--- src/rtl/alu_ex_stage_pkg.sv ---
// rtl/alu_ex_stage_pkg.sv - shared widths and ALU control encodings for the EX stage
package alu_ex_stage_pkg;

  localparam int XLEN = 32;
  localparam int RD_W = 5;

  typedef enum logic [3:0] {
    ALU_AND = 4'b0000,
    ALU_OR  = 4'b0001,
    ALU_ADD = 4'b0010,
    ALU_SUB = 4'b0110,
    ALU_ERR = 4'b1111
  } alu_op_e;

endpackage

--- src/rtl/alu_ex_stage_alu_core.sv ---
// rtl/alu_ex_stage_alu_core.sv - combinational ALU: control code and operands to result and flags
module alu_core
  import alu_ex_stage_pkg::*;
#(
  parameter int XLEN = alu_ex_stage_pkg::XLEN
) (
  input  logic [3:0]      alu_ctrl,
  input  logic [XLEN-1:0] op_a,
  input  logic [XLEN-1:0] op_b,
  output logic [XLEN-1:0] result,
  output logic            zero,
  output logic            ovf,
  output logic            err
);

  logic [XLEN-1:0] w_sum;
  logic [XLEN-1:0] w_diff;

  assign w_sum  = op_a + op_b;
  assign w_diff = op_a - op_b;

  always_comb begin
    result = '0;
    ovf    = 1'b0;
    err    = 1'b0;
    case (alu_ctrl)
      ALU_ADD: begin
        result = w_sum;
        ovf    = (op_a[XLEN-1] == op_b[XLEN-1]) && (w_sum[XLEN-1] != op_a[XLEN-1]);
      end
      ALU_SUB: begin
        result = w_diff;
        ovf    = (op_a[XLEN-1] != op_b[XLEN-1]) && (w_diff[XLEN-1] != op_a[XLEN-1]);
      end
      ALU_AND: result = op_a & op_b;
      ALU_OR:  result = op_a | op_b;
      // ALU_ERR and every unlisted code land here
      default: err = 1'b1;
    endcase
  end

  assign zero = (result == '0);

endmodule

--- src/rtl/alu_ex_stage.sv ---
// rtl/alu_ex_stage.sv - EX stage with valid/ready output register, flush and optional sticky error (ALU_ERR_STICKY_EN)
module alu_ex_stage
  import alu_ex_stage_pkg::*;
#(
  parameter int XLEN = alu_ex_stage_pkg::XLEN,
  parameter int RD_W = alu_ex_stage_pkg::RD_W
) (
  input  logic            clk,
  input  logic            rst_n,
  input  logic            in_valid,
  output logic            in_ready,
  input  logic [3:0]      alu_ctrl,
  input  logic [XLEN-1:0] op_a,
  input  logic [XLEN-1:0] op_b,
  input  logic [RD_W-1:0] in_rd,
  input  logic            in_regwrite,
  input  logic            flush,
  output logic            out_valid,
  input  logic            out_ready,
  output logic [XLEN-1:0] result,
  output logic            zero,
  output logic            ovf,
  output logic            err,
  output logic [RD_W-1:0] out_rd,
  output logic            out_regwrite,
  output logic            err_status,
  input  logic            err_clr
);

  logic [XLEN-1:0] w_result;
  logic            w_zero;
  logic            w_ovf;
  logic            w_err;
  logic            w_accept;

  logic            r_valid;
  logic [XLEN-1:0] r_result;
  logic            r_zero;
  logic            r_ovf;
  logic            r_err;
  logic [RD_W-1:0] r_rd;
  logic            r_regwrite;

  alu_core #(.XLEN(XLEN)) u_alu_core (
    .alu_ctrl (alu_ctrl),
    .op_a     (op_a),
    .op_b     (op_b),
    .result   (w_result),
    .zero     (w_zero),
    .ovf      (w_ovf),
    .err      (w_err)
  );

  assign in_ready = !r_valid || out_ready;
  // An op offered while flushing is dropped; upstream squashes it too
  assign w_accept = in_valid && in_ready && !flush;

  always_ff @(posedge clk or negedge rst_n) begin
    if (!rst_n) begin
      r_valid    <= 1'b0;
      r_result   <= '0;
      r_zero     <= 1'b0;
      r_ovf      <= 1'b0;
      r_err      <= 1'b0;
      r_rd       <= '0;
      r_regwrite <= 1'b0;
    end else if (flush) begin
      r_valid <= 1'b0;
    end else if (w_accept) begin
      r_valid    <= 1'b1;
      r_result   <= w_result;
      r_zero     <= w_zero;
      r_ovf      <= w_ovf;
      r_err      <= w_err;
      r_rd       <= in_rd;
      r_regwrite <= in_regwrite && !w_err;
    end else if (out_ready) begin
      r_valid <= 1'b0;
    end
  end

`ifdef ALU_ERR_STICKY_EN
  logic r_err_status;

  // Set has priority over a coincident clear
  always_ff @(posedge clk or negedge rst_n) begin
    if (!rst_n) begin
      r_err_status <= 1'b0;
    end else if (w_accept && w_err) begin
      r_err_status <= 1'b1;
    end else if (err_clr) begin
      r_err_status <= 1'b0;
    end
  end

  assign err_status = r_err_status;
`else
  assign err_status = err_clr & 1'b0;
`endif

  assign out_valid    = r_valid;
  assign result       = r_result;
  assign zero         = r_zero;
  assign ovf          = r_ovf;
  assign err          = r_err;
  assign out_rd       = r_rd;
  assign out_regwrite = r_regwrite;

endmodule
--- config.mk ---
export PLATFORM = sky130hd
export DESIGN_NAME = alu_ex_stage
export DESIGN_NICKNAME = d
export VERILOG_FILES = /design/src/rtl/alu_ex_stage_pkg.sv /design/src/rtl/alu_ex_stage_alu_core.sv /design/src/rtl/alu_ex_stage.sv
export SDC_FILE = /design/constraint.sdc
export NUM_CORES = 1
export LEC_CHECK = 0
export BUFFER_PORTS_ARGS = -buffer_cell sky130_fd_sc_hd__buf_2
export CAP_MARGIN = 40
export CORE_MARGIN = 1.5
export CORE_UTILIZATION = 40
export CTS_CLUSTER_SIZE = 12
export DETAILED_ROUTE_END_ITERATION = 12
export MAX_ROUTING_LAYER = met4
export SLEW_MARGIN = 5
export SYNTH_ARGS = -nofsm -noshare
export SYNTH_HDL_FRONTEND = slang
export SYNTH_SLANG_ARGS = --single-unit
--- constraint.sdc ---
create_clock -name clk -period 5.5 [get_ports clk]
set_input_delay 0.55 -clock clk [delete_from_list [all_inputs] [get_ports clk]]
set_output_delay 0.55 -clock clk [all_outputs]
set_load 0.05 [all_outputs]
==> results.tsv <==
metric	value	unit
P_leak	3.77	nW
initial drt markers	829	
syn nets	1133	
global-route usage over all layers	26.3	%
synthesized flop and latch total	42	
number of global-route vias before repair	6789	
setup violators final	0	
share of the synthesized area in the top cell type	18.6	%
Die Y	135	um
synthesized area	7000	um2
Post-CTS Hold Buffers	0	
Layout Cell Area excl Fill	7910	um2
Final Cycle Share	77.7	%
CP max FO	4	
post-CTS sizing	0	
Layout area overhead	12.9	%
Total Routed Length	23600	um
Worst R2R Start	out_valid	
Final Hold Viols	0	
Mapped Cells	947	
worst min path class	in2async	
first-pass GRT wire length	37200	um
worst vdd ir	0.220	mV
YS warnings	0	
antenna cells	0	
Slew Limit Fails	0	
fraction of registers with async set/reset	100	%
share of cells above drive strength 1	16.6	%
initial antenna violation count	0	
DRC violations left	0	
CTS tree	built	
Top Ports	124	
sequential area share after synthesis	15.0	%
fmax	0.234	GHz
H-Tree Level Count	2	
Data arrival, critical path	4.45	ns
Sink Count	42	
gr ovfl total	0	
gpl congestion	0.938	
Rows	48	
top post-synthesis cells by count	104 x ha_1, 96 x inv_1, 75 x a21oi_1	
Inserted Clock Buffers	5	
Worst Max-Slew Pin Slew	0.713	ns
FF-to-FF setup slack	2.56	ns
library cells used by synthesis	88	
Area after DPL	7740	um2
unrepaired setup endpoints after global routing	false	
Die W	135	um
post-CTS setup buffers	0	
Slew HR	52.2	%
kind of critical path	in2reg	
pwr dens	186	nW/um2
# Max-Cap Violations	0	
Pre-Repair DR Iteration Count	5	
clk_skew	0.00311	ns
Synth area leader	ha_1	
pin count of the biggest net entering global routing	51	
status	completed	
total power	1.47	mW
Avg WL per Cell	18.8	um
DP HPWL	18500	um
NumNets Final	1217	
WP data required	5.68	ns
vias	7515	
Avg Inst Size Synth	7.39	um2
clock buffer depth	2	
Via density	5.98	
Critical Path Sink Type	flop	
Post-synth EDFFs	0	
crit start category	input pin	
setup TNS	0	ns
Area contributors post-synth	ha_1 19%, dfrtp_1 15%, a21oi_1 5.4%	
Initial Utilization	40.8	%
Min Clock Period, post-route	4.27	ns
Register-to-Register Path Depth	11	
Detail Route Antenna Nets	0	
Clock Latency Late Sink	0.28	ns
predominant post-synthesis flop cell	dfrtp_1	
Die Area	18300	um2
most common cell in the synthesized netlist	ha_1	
Port Buffer Count	121	
Root Buffer	clkbuf_16	
Placeable Area	17200	um2
Clock transition at path regs	0.06	ns
worst r2r dst	zero	
[report_power, final]
group | switching [mW] | total (mW) | internal, mW
Clock | 0.110 | 0.325 | 0.214
Combinational | 0.537 | 0.786 | 0.248
Sequential | 0.0190 | 0.361 | 0.342
[logic make-up (layout without fill, tap and decap cells)]
logic type	count (synthesis)	count (layout)	synth area share (%)
flip-flops	42	42	15.0
XOR/XNOR	7	7	0.876
AO/OA/AOI/OAI	340	340	33.9
AND/OR/NAND/NOR	283	283	20.0
multiplexers	14	14	2.16
other	1	1	0.0536
adder cells (fa/ha/maj)	106	106	19.2
buffers and inverters	154	239	8.86
[cell usage in the layout, fill, tap and decap left out, drive strengths merged, types with 10 or more instances in the layout]
master  netlist  layout
o211ai       21      21
a221oi       11      11
a211oi       29      29
inv          96      96
o31ai        18      18
ha          104     104
nor3         18      18
a31oi        14      14
dfrtp        42      42
nand3        27      27
a21oi        75      75
o21ai        56      56
nand4        12      12
or3          11      11
nand2        73      73
buf          27     134
a22o         10      10
o22ai        12      12
a21o         13      13
nor2b        14      14
nor2         74      74
nand2b       12      12
nor4         13      13
[worst max-delay path, cell delays in order]
cell	delay (ns)
buf_2	0.10
ha_1	0.21
inv_1	0.07
fa_1	0.41
nand2b_1	0.22
a211oi_1	0.38
o22ai_1	0.28
o211a_1	0.35
o31ai_1	0.45
a31oi_1	0.19
xnor2_1	0.16
a221oi_1	0.47
and2_1	0.20
nand4_1	0.12
o41ai_2	0.30
[layer usage]
| layer | wire (um) | vias to the layer above | track usage (%) |
|---|---|---|---|
| li1 | - | 3658 | - |
| met1 | 11300 | 3490 | 38.0 |
| met2 | 10300 | 332 | 40.1 |
| met3 | 1780 | 35 | 3.63 |
| met4 | 233 | 0 | 3.23 |
| met5 | 0 | - | - |
[stage by stage]
stage          util, %  hold WS, ns  cells  worst slack [ns]
2_1_floorplan        -        0.254    947              1.91
3_3_place_gp      44.9        0.457   1246              1.04
3_5_place_dp      45.1        0.417   1249              1.03
4_1_cts           46.0        0.119   1257              1.30
5_1_grt           46.0        0.119   1257             0.937
6_report          46.0        0.114   1257              1.23
[state kept, by name, indices dropped and copies added, names as in the netlist]
signal and flops:
result 32, zero 1, ovf 1, out_rd 5, out_valid 1, err 1, out_regwrite 1
[final cells by class]
| class | instances | area (um2) |
|---|---|---|
| Fill cell | 1846 | 9270 |
| Multi-Input combinational cell | 751 | 5340 |
| Sequential cell | 42 | 1050 |
| Timing Repair Buffer | 134 | 712 |
| Inverter | 97 | 364 |
| Tap cell | 225 | 282 |
| Clock buffer | 7 | 133 |
| Clock inverter | 1 | 30.0 |
[worst max-delay path by stage]
stage | startpoint | to | slack [ns] | cells after the start
global placement | op_b[0] | zero | 1.04 | 15
detailed placement | op_b[0] | zero | 1.03 | 15
global route | op_b[0] | zero | 0.94 | 15
finish | op_b[0] | zero | 1.23 | 15
CTS | op_b[0] | zero | 1.30 | 15
floorplan | op_a[0] | zero | 1.91 | 14
(Power assumes the default switching activity.)
